$ cat config.mk
export PLATFORM = sky130hd
export DESIGN_NAME = serial_paralelo_sync
export DESIGN_NICKNAME = d
export VERILOG_FILES = /design/src/rtl/serial_paralelo_sync.sv
export SDC_FILE = /design/constraint.sdc
export NUM_CORES = 1
export LEC_CHECK = 0
export CORE_MARGIN = 4
export CORE_UTILIZATION = 30
export DETAILED_ROUTE_END_ITERATION = 12
export GPL_ROUTABILITY_DRIVEN = 0
export PLACE_DENSITY_LB_ADDON = 0.25
export SLEW_MARGIN = 15
export SYNTH_ARGS = -nofsm -noshare
export SYNTH_HDL_FRONTEND = slang
export SYNTH_SLANG_ARGS = --single-unit
$ cat constraint.sdc
create_clock -name clk_32f -period 4.9 [get_ports clk_32f]
set_input_delay 0.98 -clock clk_32f [delete_from_list [all_inputs] [get_ports clk_32f]]
set_output_delay 0.98 -clock clk_32f [all_outputs]
set_load 0.05 [all_outputs]
$ cat src/rtl/serial_paralelo_sync.sv
// serial_paralelo_sync: comma-aligned serial-to-parallel receiver with SEARCH/ALIGN/ACTIVE lock FSM.
// Define SERIAL_PARALELO_REALIGN_EN to realign on off-boundary commas while ACTIVE.
module serial_paralelo_sync #(
   parameter int               WIDTH      = 8,
   parameter logic [WIDTH-1:0] COMMA      = 'hBC,
   parameter int               LOCK_COUNT = 4
)(
   input  logic             clk_32f,
   input  logic             reset,
   input  logic             data_in,
   output logic [WIDTH-1:0] data_out,
   output logic             valid_out,
   output logic             active,
   output logic             comma_det
);
   localparam int BW = $clog2(WIDTH);
   localparam int CW = $clog2(LOCK_COUNT + 1);
   localparam logic [1:0] S_SEARCH = 2'd0, S_ALIGN = 2'd1, S_ACTIVE = 2'd2;
   localparam logic [1:0] S_LOCK = (LOCK_COUNT == 1) ? S_ACTIVE : S_ALIGN;
   logic [WIDTH-2:0] r_sr;
   logic [BW-1:0]    r_bit;
   logic [CW-1:0]    r_cnt;
   logic [1:0]       r_state;
   logic [WIDTH-1:0] w_nxt;
   logic [CW-1:0]    w_cnt_inc;
   logic             w_comma, w_bnd;
   assign w_nxt     = {r_sr, data_in};
   assign w_comma   = w_nxt == COMMA;
   assign w_bnd     = r_bit == BW'(WIDTH - 1);
   assign w_cnt_inc = r_cnt + 1'b1;
   assign active    = r_state == S_ACTIVE;
   always_ff @(posedge clk_32f) begin
      if (reset) begin
         r_sr      <= '0;
         r_bit     <= '0;
         r_cnt     <= '0;
         r_state   <= S_SEARCH;
         data_out  <= '0;
         valid_out <= 1'b0;
         comma_det <= 1'b0;
      end else begin
         r_sr      <= w_nxt[WIDTH-2:0];
         r_bit     <= w_bnd ? '0 : r_bit + 1'b1;
         valid_out <= 1'b0;
         comma_det <= 1'b0;
         case (r_state)
            S_SEARCH: if (w_comma) begin
               r_bit     <= '0;
               r_cnt     <= CW'(1);
               comma_det <= 1'b1;
               r_state   <= S_LOCK;
            end
            S_ALIGN: if (w_bnd) begin
               if (w_comma) begin
                  r_cnt     <= w_cnt_inc;
                  comma_det <= 1'b1;
                  if (w_cnt_inc == CW'(LOCK_COUNT)) r_state <= S_ACTIVE;
               end else begin
                  r_cnt   <= '0;
                  r_state <= S_SEARCH;
               end
            end
            S_ACTIVE: if (w_bnd) begin
               if (w_comma) comma_det <= 1'b1;
               else begin
                  data_out  <= w_nxt;
                  valid_out <= 1'b1;
               end
            end
`ifdef SERIAL_PARALELO_REALIGN_EN
            else if (w_comma) begin
               r_bit     <= '0;
               r_cnt     <= CW'(1);
               comma_det <= 1'b1;
               r_state   <= S_LOCK;
            end
`endif
            default: r_state <= S_SEARCH;
         endcase
      end
   end
endmodule

; Word-level counts from Yosys, hierarchy flattened
; Cells that the tools add are included.
[classes]
add_sub_neg = 2
n_eq_ne = 8
mux = 16
bitwise = 3
n_reduce_logical = 7
[op_table]
columns = cell, count
row1 = $mux 3, 6
row2 = $eq 8x8->1 const B, 1
row3 = $mux 2, 4
row4 = $add 3x1->3 const B, 2
row5 = $eq 3x3->1 const B, 2
row6 = $pmux 2 s3, 1
row7 = $pmux 3 s2, 1
row8 = $reduce_and 3->1, 2
row9 = $ne 2x2->1 const B, 2
row10 = $reduce_and 4->1, 1
row11 = $mux 1, 3
row12 = $ne 3x3->1 const B, 1
row13 = $not 1->1, 3
row14 = $reduce_or 3->1, 1
row15 = $eq 2x1->1 const B, 1
row16 = $eq 2x2->1 const B, 1
row17 = $logic_not 2->1, 1
row18 = $pmux 1 s2, 1
row19 = $reduce_bool 2->1, 1
row20 = $reduce_or 2->1, 1
[word_totals]
reg_bits = 25
out_inout_bits = 11

; Depth between registers and ports, before layout
[depth]
word_depth = 6
ltp_mapped = 6

; Worst setup path before layout
; OpenSTA, ideal clock, no wires.
[synth_timing]
kind = input -> register
from = input data_in
to = register r_cnt[0]
arrival_ns = 2.160
setup_slack_ns = 2.680
stages = 4
path_buffers = 0
path_cell_list = or4b_4 > o31a_1 > or4_1 > nand2_1
[synth_between]
elab_chain_len = 4
word_cells_on_any_way = 6
classes_between = eq/ne (2) / mux (3) / reduce/logical (1)
[synth_lines]
columns = element, line_no
row1 = start: declaration, 10  ; input logic data_in,
row2 = $eq 8x8->1 *, 28  ; assign w_comma = w_nxt == COMMA;
row3 = $mux 3, 54  ; if (w_comma) begin
row4 = $mux 3, 53  ; S_ALIGN: if (w_bnd) begin
row5 = $pmux 3 s2, 46  ; case (r_state)
row6 = end signal: assignment, 55  ; r_cnt <= w_cnt_inc;
row7 = end: declaration, 22  ; logic [CW-1:0] r_cnt;
; Mark *: on every way between the ends. The rest lies on a longest branch, timed or not. The select of a mux whose other input is x is not followed.
; A chain may end at the register's enable or synchronous reset.

; Worst setup path in the final report
[layout_timing]
from = register r_state[0]
to = output active
[layout_between]
elab_chain_len = 1
[layout_lines]
columns = element, line_no
row1 = start: declaration, 23  ; logic [1:0] r_state;
row2 = start signal: assignment, 37  ; r_state <= S_SEARCH;
row3 = start signal: assignment, 51  ; r_state <= S_LOCK;
row4 = start signal: assignment, 57  ; if (w_cnt_inc == CW'(LOCK_COUNT)) r_state <= S_ACTIVE;
row5 = $eq 2x2->1, 31  ; assign active = r_state == S_ACTIVE;
row6 = end: declaration, 13  ; output logic active,
; Every way passes these cells.

==> qor.yml <==
timing:
  rsz0062_at_grt: "no"
  max-slew-margin-rel: 0.452
  finalSetupViolCount: 0
  maxClockFrequency_mhz: 365
  finalHoldViolCount: 0
  final-max-slew-violation-count: 0
  postLayoutSetupSlackWorst_ns: 2.16
  finalCriticalPeriod_ns: 2.74
  final.setup_skew_ns: 0.00673
  worstMarginPinSlew_ns: 0.819
  min_period_over_period: 0.559
  fin_setup_tns_ns: 0
  finalHoldWorstSlack_ns: 0.435
pwr:
  total_power_mw: 0.308
  power-per-cell-area_mw_per_mm2: 246
  total_leakage_power_nw: 0.459
  power.ir.vdd_worst_mv: 0.128
place:
  pre_cts_ws_ns: 2.06
  buffer_ports.inserted: 13
  place_hpwl_mm: 1.41
clock_tree:
  cts.reportedPaths.clkPinSlew_ns: 0.13
  cts.repair_timing.setup_buffer_count: 0
  clk_root_buffer_cell: "sky130_fd_sc_hd__clkbuf_4"
  total_clock_buffers_created_by_cts: 3
  clk-insertion-delay-late_ns: 0.31
  post_cts_resize_count: 0
  cts.path.max_buffers: 2
  cts.htree.levels: 1
  postCtsHoldBufs: 0
  cts_tree: "yes"
  cts_num_sinks: 25
floorplan:
  floorplan.rows: 21
  initial_utilization: 0.311
  top_level_ports: 14
  die_width_um: 67.1
  design.core.area_mm2: 0.00336
  total_die_area_mm2: 0.00450
  die_h_um: 67.1
synthesis:
  yosys.area.top_type_share: 0.478
  synth_fa_ha_area_frac: 0.0956
  main_combinational_cell_family_by_area_after_synthesis: "simple AND/OR/NAND/NOR gates"
  area_fraction_in_compound_gates_after_synthesis: 0.0944
  fraction_of_the_yosys_area_taken_by_sequential_cells: 0.478
  synthesis.yosys.warnings: 0
  synth_seq_cells: 25
  synth_cells: 100
  netlist.top_cell.by_area: "sky130_fd_sc_hd__dfxtp_1"
  fraction_of_synthesized_cell_area_in_xor_and_xnor_cells: 0
  synth_simple_gate_area_frac: 0.232
  synthTopCellsByArea: "sky130_fd_sc_hd__dfxtp_1, sky130_fd_sc_hd__ha_1, sky130_fd_sc_hd__mux2i_1"
  synthDistinctLibCells: 28
  synth.avg_cell_area_um2: 10.5
  muxShareOfSynthArea: 0.0860
  synth_cell_area_mm2: 0.00105
  post_synthesis_net_count: 111
grt:
  grt_antenna_before_repair: 0
  grt_ovf: 0
  grt_start_max_net_pins: 26
  grt_util_all_layers: 0.100
  first_global_vias: 754
  grt_pass1_wl_mm: 3.38
worst_setup_path:
  worst_path_largest_cell_delay_ns: 0.81
  crit_type: "flop to output port"
  critical_path_data_arrival_time_ns: 1.76
  cp_endpoint_kind: "output port"
  setup.worst_path.start_class: "flop"
  worst-path-max-fanout: 4
  critical-path-slowest-cell: "sky130_fd_sc_hd__clkdlybuf4s50_1"
  worstPathRequired_ns: 3.92
  critical_path.top_delay_family: "buffers and inverters"
  critical_path_buf_inv_count: 2
  crit_chain: "inv_1, ha_1, clkdlybuf4s50_1"
final_layout:
  nets: 127
  fillerInstances: 374
  num_antenna_cells: 0
  final_layout_size_suffix_gt1_frac: 0.0696
  finish.utilization: 0.373
  syn_to_final_growth_pct: 19.8
route:
  total_number_of_vias: 746
  ant_nets: 0
  drt_drc_violations_left: 0
  post_drt_wl_per_cell_um: 11.9
  vias_per_cell: 4.63
  firstDrtPassIters: 4
  first_iter_violations: 2
  detail_route.wirelength_mm: 1.91
job:
  cap_viol_max_count: 0
run_status:
  status: "finished, final reports clean"
worst_hold_path:
  hold_path.class: "flop to flop"
[sequential cells by signal, indices dropped and copies added (netlist names)]
register,count
comma_det,1
r_cnt,3
data_out,8
valid_out,1
r_sr,7
r_bit,3
r_state,2
[area by class of cell]
cell class	instances	area, um2	share of cell area
Clock buffer	3	22.5	0.0179
Clock inverter	1	5.00	0.00399
Inverter	2	7.51	0.00598
Multi-Input combinational cell	71	532	0.424
Sequential cell	25	500	0.399
Tap cell	46	57.6	0.0459
Timing Repair Buffer	13	130	0.104
[layout by cell type, fill, tap and decap left out, drive strengths merged, types with 2 or more instances in the layout]
cell,instances
dfxtp,25
clkdlybuf4s50,13
nor2b,11
nor2,9
mux2i,9
ha,8
a21oi,5
nand4,3
o21ai,3
clkbuf,3
nor4b,3
inv,2
and2,2
nor3b,2
nand2,2
nand2b,2
o31ai,2
[cells in the mapped netlist]
library cell and instances:
sky130_fd_sc_hd__o31ai_1 2, sky130_fd_sc_hd__or2_2 1, sky130_fd_sc_hd__inv_1 2, sky130_fd_sc_hd__nand2_1 2
sky130_fd_sc_hd__a21oi_2 1, sky130_fd_sc_hd__o21bai_1 1, sky130_fd_sc_hd__a21boi_1 1, sky130_fd_sc_hd__dfxtp_1 25
sky130_fd_sc_hd__o31a_1 1, sky130_fd_sc_hd__a311oi_1 1, sky130_fd_sc_hd__nor3b_1 2, sky130_fd_sc_hd__mux2i_1 9
sky130_fd_sc_hd__nor2b_1 11, sky130_fd_sc_hd__or4b_4 1, sky130_fd_sc_hd__nand4_1 3, sky130_fd_sc_hd__a211oi_1 1
sky130_fd_sc_hd__clkbuf_1 2, sky130_fd_sc_hd__nand2b_1 2, sky130_fd_sc_hd__ha_1 8, sky130_fd_sc_hd__o21ai_0 3
sky130_fd_sc_hd__or4_1 1, sky130_fd_sc_hd__nor2_1 9, sky130_fd_sc_hd__nor4b_2 1, sky130_fd_sc_hd__and4_1 1
sky130_fd_sc_hd__nor3_1 1, sky130_fd_sc_hd__nor4b_1 2, sky130_fd_sc_hd__and2_1 2, sky130_fd_sc_hd__a21oi_1 4
[worst reg2reg max path: cells and delay by family, from the launching register on]
family / cells / cell delay, ns
and+or+nand+nor: 2 / 0.48
DFF: 1 / 0.39
AOI/OAI and AO/OA: 1 / 0.32
adders and majority gates: 1 / 0.28
muxes: 1 / 0.21
buffers and inverters: 1 / 0.10
[cells by family after synthesis]
logic type / count (synthesis)
AOI/OAI and AO/OA: 15
adders and majority gates: 8
buffers and inverters: 4
DFF: 25
muxes: 9
and+or+nand+nor: 39
[path summary, 6_finish.rpt]
kind	start	endpoint	slack, ns	depth (start not counted)
setup / recovery	r_state[0]	active	2.16	3
hold / removal	r_bit[0]	r_bit[0]	0.43	1
setup reg to reg	r_state[1]	r_state[0]	3.06	6
hold reg to reg	r_bit[0]	r_bit[0]	0.43	1
[through the flow]
step / cells / area, um2
finish: 161 / 1250
global route: 161 / 1250
CTS: 161 / 1250
detailed placement: 157 / 1230
global placement: 157 / 1230
floorplan: 100 / 1050
[layer usage]
| metal | GRT usage | routed length (um) |
|---|---|---|
| met5 | 0 | 0 |
| met1 | 0.119 | 896 |
| met4 | 0.0709 | 31 |
| met3 | 0.0219 | 58 |
| met2 | 0.157 | 922 |
[power by group]
part | leakage (nW) | total (mW) | internal, mW | switching (mW)
Combinational | 0.239 | 0.00921 | 0.00434 | 0.00487
Sequential | 0.203 | 0.209 | 0.207 | 0.00199
Clock | 0.0177 | 0.0906 | 0.0305 | 0.0601
Total | 0.459 | 0.308 | 0.242 | 0.0670
Power figures use the tool's default switching activity.
